===== src/rtl/prl_pkg.sv =====
// Shared USB-PD protocol-layer codes: SOP types, message classes, header type codes,
// the captured request record and the TX build FSM encoding.
package prl_pkg;

    localparam logic [2:0] SOP_SOP   = 3'd0;
    localparam logic [2:0] SOP_SOP_P = 3'd1;
    localparam logic [2:0] SOP_SOP_PP = 3'd2;

    localparam logic [1:0] MSG_TYPE_CONTROL  = 2'd0;
    localparam logic [1:0] MSG_TYPE_DATA     = 2'd1;
    localparam logic [1:0] MSG_TYPE_EXTENDED = 2'd2;
    localparam logic [1:0] MSG_TYPE_RESERVED = 2'd3;

    localparam logic [4:0] HT_SRC_CAP    = 5'h01;
    localparam logic [4:0] HT_STATUS     = 5'h02;
    localparam logic [4:0] HT_ALERT      = 5'h06;
    localparam logic [4:0] HT_PPS_STATUS = 5'h0C;

    typedef enum logic [1:0] {
        ST_IDLE = 2'd0,
        ST_HDR  = 2'd1,
        ST_DATA = 2'd2,
        ST_DONE = 2'd3
    } build_state_t;

    // Request fields frozen at build_start so the message cannot change mid-flight.
    typedef struct packed {
        logic [2:0]  msg_id;
        logic        power_role;
        logic        data_role;
        logic [2:0]  sop_type;
        logic [1:0]  message_type;
        logic [4:0]  header_type;
        logic [3:0]  table_select;
        logic [2:0]  pdo_num;
        logic [3:0]  alert_info;
        logic [8:0]  ex_data_size;
        logic        pps_omf;
        logic [1:0]  pps_ptp;
        logic [7:0]  pps_current;
        logic [15:0] pps_voltage;
        logic [1:0]  status_temp;
        logic [2:0]  status_event;
        logic [3:0]  status_present;
        logic [7:0]  status_internal_temp;
    } req_t;

endpackage


===== src/rtl/prl_tx_payload_mux.sv =====
// Combinational payload byte selector: maps the captured request and the data byte
// index (0 = first byte after the header) to the byte on the wire.
module prl_tx_payload_mux
    import prl_pkg::*;
(
    input  logic [1:0]  message_type,
    input  logic [4:0]  header_type,
    input  logic [4:0]  byte_idx,
    input  logic [31:0] pdo_rd_data,
    input  logic [3:0]  alert_info,
    input  logic [8:0]  ex_data_size,
    input  logic        pps_omf,
    input  logic [1:0]  pps_ptp,
    input  logic [7:0]  pps_current,
    input  logic [15:0] pps_voltage,
    input  logic [1:0]  status_temp,
    input  logic [2:0]  status_event,
    input  logic [3:0]  status_present,
    input  logic [7:0]  status_internal_temp,
    output logic [7:0]  payload_byte
);

    logic [4:0] ext_idx;
    logic [7:0] ext_byte;
    logic [7:0] pdo_byte;

    // Extended data bytes are indexed after the 2-byte extended header.
    assign ext_idx = byte_idx - 5'd2;

    always_comb begin
        ext_byte = 8'h00;
        if (header_type == HT_PPS_STATUS) begin
            case (ext_idx)
                5'd0:    ext_byte = pps_voltage[7:0];
                5'd1:    ext_byte = pps_voltage[15:8];
                5'd2:    ext_byte = pps_current;
                5'd3:    ext_byte = {4'h0, pps_omf, pps_ptp, 1'b0};
                default: ext_byte = 8'h00;
            endcase
        end else if (header_type == HT_STATUS) begin
            case (ext_idx)
                5'd0:    ext_byte = status_internal_temp;
                5'd1:    ext_byte = {4'h0, status_present};
                5'd3:    ext_byte = {5'h00, status_event};
                5'd4:    ext_byte = {6'h00, status_temp};
                default: ext_byte = 8'h00;
            endcase
        end
    end

    always_comb begin
        case (byte_idx[1:0])
            2'd0:    pdo_byte = pdo_rd_data[7:0];
            2'd1:    pdo_byte = pdo_rd_data[15:8];
            2'd2:    pdo_byte = pdo_rd_data[23:16];
            default: pdo_byte = pdo_rd_data[31:24];
        endcase
    end

    always_comb begin
        payload_byte = 8'h00;
        case (message_type)
            MSG_TYPE_DATA: begin
                if (header_type == HT_SRC_CAP) begin
                    payload_byte = pdo_byte;
                end else if (header_type == HT_ALERT && byte_idx[1:0] == 2'd3) begin
                    payload_byte = {4'h0, alert_info};
                end
            end
            MSG_TYPE_EXTENDED: begin
                if (byte_idx == 5'd0) begin
                    payload_byte = ex_data_size[7:0];
                end else if (byte_idx == 5'd1) begin
                    payload_byte = {7'h00, ex_data_size[8]};
                end else if ({4'h0, ext_idx} < ex_data_size) begin
                    payload_byte = ext_byte;
                end
            end
            default: payload_byte = 8'h00;
        endcase
    end

endmodule


===== src/rtl/prl_tx_message_build.sv =====
// USB-PD TX message builder: captures request fields on build_start, then streams
// header and data objects LSB-byte-first over a valid/ready byte handshake.
module prl_tx_message_build
    import prl_pkg::*;
#(
    parameter logic [1:0] SPEC_REV = 2'b10,
    parameter int         PDO_AW   = 7
) (
    input  logic              clk,
    input  logic              rst_n,
    input  logic              build_start,
    input  logic              build_abort,
    input  logic [2:0]        msg_id,
    input  logic              port_power_role,
    input  logic              port_data_role,
    input  logic [2:0]        if_sop_type,
    input  logic [1:0]        if_message_type,
    input  logic [4:0]        if_header_type,
    input  logic [3:0]        if_source_cap_table_select,
    input  logic [2:0]        if_pdo_num,
    input  logic [3:0]        if_alert_message_info,
    input  logic [8:0]        if_ex_data_size,
    input  logic              if_ex_pps_omf,
    input  logic [1:0]        if_ex_pps_ptp,
    input  logic [7:0]        if_ex_pps_output_current,
    input  logic [15:0]       if_ex_pps_output_voltage,
    input  logic [1:0]        if_ex_status_temp_status,
    input  logic [2:0]        if_ex_status_event_flag,
    input  logic [3:0]        if_ex_status_present_input,
    input  logic [7:0]        if_ex_status_internal_temp,
    output logic [PDO_AW-1:0] pdo_rd_addr,
    input  logic [31:0]       pdo_rd_data,
    output logic [7:0]        tx_byte,
    output logic              tx_byte_valid,
    input  logic              tx_byte_ready,
    output logic              tx_byte_last,
    output logic [2:0]        tx_sop_type,
    output logic              build_busy,
    output logic              build_done
);

    build_state_t state_reg, state_next;
    logic [4:0]   cnt_reg, cnt_next;
    req_t         req_reg, req_in;

    logic         capture;
    logic         accept;
    logic [2:0]   ndo;
    logic [9:0]   ext_sum;
    logic [4:0]   last_idx;
    logic         is_sop;
    logic [15:0]  header;
    logic [7:0]   payload_byte;

    assign req_in = '{
        msg_id:               msg_id,
        power_role:           port_power_role,
        data_role:            port_data_role,
        sop_type:             if_sop_type,
        message_type:         if_message_type,
        header_type:          if_header_type,
        table_select:         if_source_cap_table_select,
        pdo_num:              if_pdo_num,
        alert_info:           if_alert_message_info,
        ex_data_size:         if_ex_data_size,
        pps_omf:              if_ex_pps_omf,
        pps_ptp:              if_ex_pps_ptp,
        pps_current:          if_ex_pps_output_current,
        pps_voltage:          if_ex_pps_output_voltage,
        status_temp:          if_ex_status_temp_status,
        status_event:         if_ex_status_event_flag,
        status_present:       if_ex_status_present_input,
        status_internal_temp: if_ex_status_internal_temp
    };

    assign capture = (state_reg == ST_IDLE) && build_start && !build_abort;
    assign accept  = tx_byte_valid && tx_byte_ready;

    // Extended: ceil((2 + size) / 4) == (size + 5) >> 2, saturated to the 3-bit field.
    assign ext_sum = {1'b0, req_reg.ex_data_size} + 10'd5;

    always_comb begin
        ndo = 3'd0;
        case (req_reg.message_type)
            MSG_TYPE_DATA: begin
                if (req_reg.header_type == HT_SRC_CAP) begin
                    ndo = req_reg.pdo_num;
                end else if (req_reg.header_type == HT_ALERT) begin
                    ndo = 3'd1;
                end
            end
            MSG_TYPE_EXTENDED: ndo = (ext_sum[9:2] > 8'd7) ? 3'd7 : ext_sum[4:2];
            default:           ndo = 3'd0;
        endcase
    end

    assign last_idx = {ndo, 2'b00} - 5'd1;
    assign is_sop   = (req_reg.sop_type == SOP_SOP);
    assign header   = {(req_reg.message_type == MSG_TYPE_EXTENDED), ndo, req_reg.msg_id,
                       is_sop & req_reg.power_role, SPEC_REV,
                       is_sop & req_reg.data_role, req_reg.header_type};

    assign pdo_rd_addr = PDO_AW'({req_reg.table_select, cnt_reg[4:2]});
    assign tx_sop_type = req_reg.sop_type;

    prl_tx_payload_mux u_payload_mux (
        .message_type         (req_reg.message_type),
        .header_type          (req_reg.header_type),
        .byte_idx             (cnt_reg),
        .pdo_rd_data          (pdo_rd_data),
        .alert_info           (req_reg.alert_info),
        .ex_data_size         (req_reg.ex_data_size),
        .pps_omf              (req_reg.pps_omf),
        .pps_ptp              (req_reg.pps_ptp),
        .pps_current          (req_reg.pps_current),
        .pps_voltage          (req_reg.pps_voltage),
        .status_temp          (req_reg.status_temp),
        .status_event         (req_reg.status_event),
        .status_present       (req_reg.status_present),
        .status_internal_temp (req_reg.status_internal_temp),
        .payload_byte         (payload_byte)
    );

    always_ff @(posedge clk or negedge rst_n) begin
        if (!rst_n) begin
            state_reg <= ST_IDLE;
            cnt_reg   <= 5'd0;
            req_reg   <= '0;
        end else begin
            state_reg <= state_next;
            cnt_reg   <= cnt_next;
            if (capture) begin
                req_reg <= req_in;
            end
        end
    end

    // cnt_reg indexes header bytes (0..1) in HDR and data bytes in DATA.
    always_comb begin
        state_next    = state_reg;
        cnt_next      = cnt_reg;
        tx_byte       = 8'h00;
        tx_byte_valid = 1'b0;
        tx_byte_last  = 1'b0;
        build_busy    = (state_reg != ST_IDLE);
        build_done    = 1'b0;

        case (state_reg)
            ST_HDR: begin
                tx_byte_valid = 1'b1;
                tx_byte       = cnt_reg[0] ? header[15:8] : header[7:0];
                tx_byte_last  = cnt_reg[0] && (ndo == 3'd0);
                if (accept) begin
                    if (cnt_reg[0]) begin
                        cnt_next   = 5'd0;
                        state_next = (ndo == 3'd0) ? ST_DONE : ST_DATA;
                    end else begin
                        cnt_next = cnt_reg + 5'd1;
                    end
                end
            end
            ST_DATA: begin
                tx_byte_valid = 1'b1;
                tx_byte       = payload_byte;
                tx_byte_last  = (cnt_reg == last_idx);
                if (accept) begin
                    if (cnt_reg == last_idx) begin
                        cnt_next   = 5'd0;
                        state_next = ST_DONE;
                    end else begin
                        cnt_next = cnt_reg + 5'd1;
                    end
                end
            end
            ST_DONE: begin
                build_done = !build_abort;
                state_next = ST_IDLE;
            end
            default: begin
                if (build_start) begin
                    cnt_next   = 5'd0;
                    state_next = ST_HDR;
                end
            end
        endcase

        if (build_abort) begin
            state_next = ST_IDLE;
            cnt_next   = 5'd0;
        end
    end

endmodule


===== config.mk =====
export PLATFORM = sky130hd
export DESIGN_NAME = prl_tx_message_build
export DESIGN_NICKNAME = d
export VERILOG_FILES = /design/src/rtl/prl_pkg.sv /design/src/rtl/prl_tx_payload_mux.sv /design/src/rtl/prl_tx_message_build.sv
export SDC_FILE = /design/constraint.sdc
export NUM_CORES = 1
export LEC_CHECK = 0
export CAP_MARGIN = 20
export CORE_MARGIN = 8
export CORE_UTILIZATION = 49
export CTS_CLUSTER_SIZE = 40
export DETAILED_ROUTE_END_ITERATION = 6
export PLACE_DENSITY = 0.91
export SYNTH_ARGS = -nofsm -noshare
export SYNTH_HDL_FRONTEND = slang
export SYNTH_SLANG_ARGS = --single-unit

===== constraint.sdc =====
create_clock -name clk -period 3.85 [get_ports clk]
set_input_delay 0.77 -clock clk [delete_from_list [all_inputs] [get_ports clk]]
set_output_delay 0.77 -clock clk [all_outputs]
set_load 0.02 [all_outputs]

==> impl_results.md <==
* Static Leakage at 2.99 nW
* Post-synth top area share at 42.1%
* Max cap viols at 0
* Post-route antenna net violation count at 0
* Placed insts at 756
* Clock skew at 7.23 ps
* Total negative slack at 0 ps
* Worst-path maximum fanout at 3
* Critical-path top delay cell: or4b_4
* CTS clock-pin slew for the worst setup and hold paths at 90 ps
* Clk Latency, worst-skew pair at 370 ps
* Mapped Area at 0.00511 mm²
* Int Pwr at 2.92 mW
* Top cells by area, synth: dfrtp_1, mux2_2, ha_1
* Synthesized instance count at 478
* Hold Crit Class: primary input to asynchronous set/reset pin
* Logic pwr share at 49.1%
* Fin crit share at 100%
* Flop pwr share at 34.9%
* Sink Count at 86
* PwrDens at 640 mW/mm²
* Wire per inst at 21.0 µm
* Switch share at 37.2%
* Critical Path Sink Type: output pin
* Initial antenna violation count at 0
* DR vias/cell at 5.98
* Top FF cell, synth: dfrtp_1
* Starting density of the core at 50.0%
* Gpl congestion at 0.949
* Setup-failing EPs final at 0
* Dpl hpwl at 12,000 µm
* Status: finished clean
* Fmax at 260 MHz
* Async SR Flop Fraction at 100%
* CP Launch Type: flip-flop
* DRT Wirelength at 16,400 µm
* Vias in the first global route at 4,947
* Post-synth top area cell: dfrtp_1
* First-pass GRT wire length at 25,600 µm
* GRT overflow at 0
* Max incr delay on CP at 490 ps
* Slew Viols, Final at 0
* Peak supply drop at 0.299 mV
* Clock power frac at 16.0%
* Final total power at 4.65 mW
* I/O pins at 138
* Final min period at 3850 ps
* Post-Syn Area per Cell at 10.7 µm²
* RSZ-0062 raised after global routing: yes
* Root Buffer: clkbuf_8
* DRT Pass-1 Iters at 7
* CTS Buf Count at 9
* Hold Vio Cnt, Final at 0
* Hold buffers post-CTS at 0
* Core area at 0.0102 mm²
* Vert. Die Dim at 118 µm
* Most frequent cells after synthesis: dfrtp_1, mux2_2, nand2_1
* Critical Path AT at 3080 ps
* PortBufs at 137
* Layout cells sized above 1 at 30.8%
* Worst Max-Slew Pin Slew at 810 ps
* EDFF count, synth at 0
* Slew Limit Headroom at 46.0%
* Required time of the critical path at 3080 ps
* Critical-path cell list: ha_4 -> or4b_4 -> a21oi_4 -> nor2_2 -> ha_1 -> xor2_2 -> nand4b_4 -> or2_1 -> o21ai_1 -> and2_1 -> buf_6
* P_sw at 1.73 mW
* N_diodes at 0
* Die area at 0.0140 mm²
* Die Width at 118 µm
* Largest net degree at the start of global routing at 87
* CTS tree: built
* Ys Warns at 0
* Crit Path Class: flip-flop to output pin
* Residual DRC at 0
* Final net count at 771
* 1st-iter DRT viols at 436
* H-tree lvl count at 3
* Register area share after synthesis at 42.1%
* Area grow syn2layout at 42.0%
* Non-Filler Instances at 778
* Flop-to-flop setup slack at 670 ps
* DR vias at 4,656
* Max FFs per register at 64
* Most frequent cell after synthesis: dfrtp_1
* Clk buf depth at 2
* Total GRT Usage at 22.5%
* Yosys reg bits at 86
* Synth cell types at 66
* Core Rows at 37
* Syn_nets at 612
## cells in the final DEF (no fill, tap or decap), drive strengths merged, types with 4 or more instances in the layout
cell type        n
inv             21
mux2            84
a21oi           16
a22o             5
nor2            17
a221oi           5
dfrtp           86
nor2b            4
a31oi            4
a22oi            8
nor3             6
a211oi           5
buf             60
and3             5
o21ai           27
and2             5
nand2           28
nand3           17
clkdlybuf4s50  127
nand2b           6
ha              18
clkbuf          13
a222oi          14
## worst paths after layout
check | cells after the start | end | start
min | 1 | req_reg[43] | rst_n
min reg2reg | 1 | req_reg[20] | req_reg[20]
max | 11 | tx_byte_last | req_reg[70]
max in group asynchronous | 2 | header[9] | rst_n
min in group clk | 1 | req_reg[20] | req_reg[20]
max reg2reg | 12 | cnt_reg[3] | req_reg[70]
## stage by stage
step | area [µm²] | setup slack, ps | hold WS, ps | util, %
6_report | 7260 | 0.242 | 314 | 71.0
3_5_place_dp | 6850 | -134 | 494 | 67.0
3_3_place_gp | 6850 | -59.4 | 483 | 67.0
2_1_floorplan | 5140 | 69.0 | 471 | -
4_1_cts | 7130 | 2.23 | 514 | 69.7
5_1_grt | 7260 | -113 | 327 | 71.0
## worst max-delay path: cells and delay by family (launching register included)
kind	cells	cell delay [ps]
simple gates	5	1050
compound gates	2	270
flops	1	460
xor+xnor	1	220
fa+ha+maj	2	590
buf+inv	1	120
## power by group through the flow
stage	Sequential [mW]	Clock (mW)	Combinational [mW]
2_1_floorplan	1.57	0	1.39
3_3_place_gp	1.58	0	2.06
3_5_place_dp	1.62	0	2.13
4_1_cts	1.60	0.757	2.19
5_1_grt	1.66	0.793	2.44
6_report	1.62	0.746	2.28
## per-layer routing
layer	vias to the layer above	track usage [%]	part of all wire, %
met2	253	38.0	50
met3	48	4.71	7.5
met5	-	0	0
met4	0	10.2	3.3
li1	2092	-	-
met1	2263	27.1	39
## repair_timing
action | 4_1_cts | 5_1_grt
setup endpoints to repair | 9 | 9
pin swaps | 7 | 14
setup buffers | 2 | 3
gates resized for setup | 48 | 24
endpoints found under the hold margin | 0 | 0
## cell type report
class                   count  area (µm²)
clock buffers              12         155
clock inverters             4        77.6
fillers                   730        2970
inverters                  20        77.6
multi-input cells         331        2840
flip-flops and latches     86        2150
well taps                 136         170
repair buffers            189        1780
## cell families (layout without fill, tap and decap cells)
kind of cell	Yosys count	in the layout	synth area share [%]
compound gates	114	114	16.7
xor+xnor	5	5	0.857
fa+ha+maj	18	18	4.40
buf+inv	61	225	5.41
flops	86	86	42.1
mux	86	86	18.9
simple gates	108	108	11.7
(Power assumes the default switching activity.)
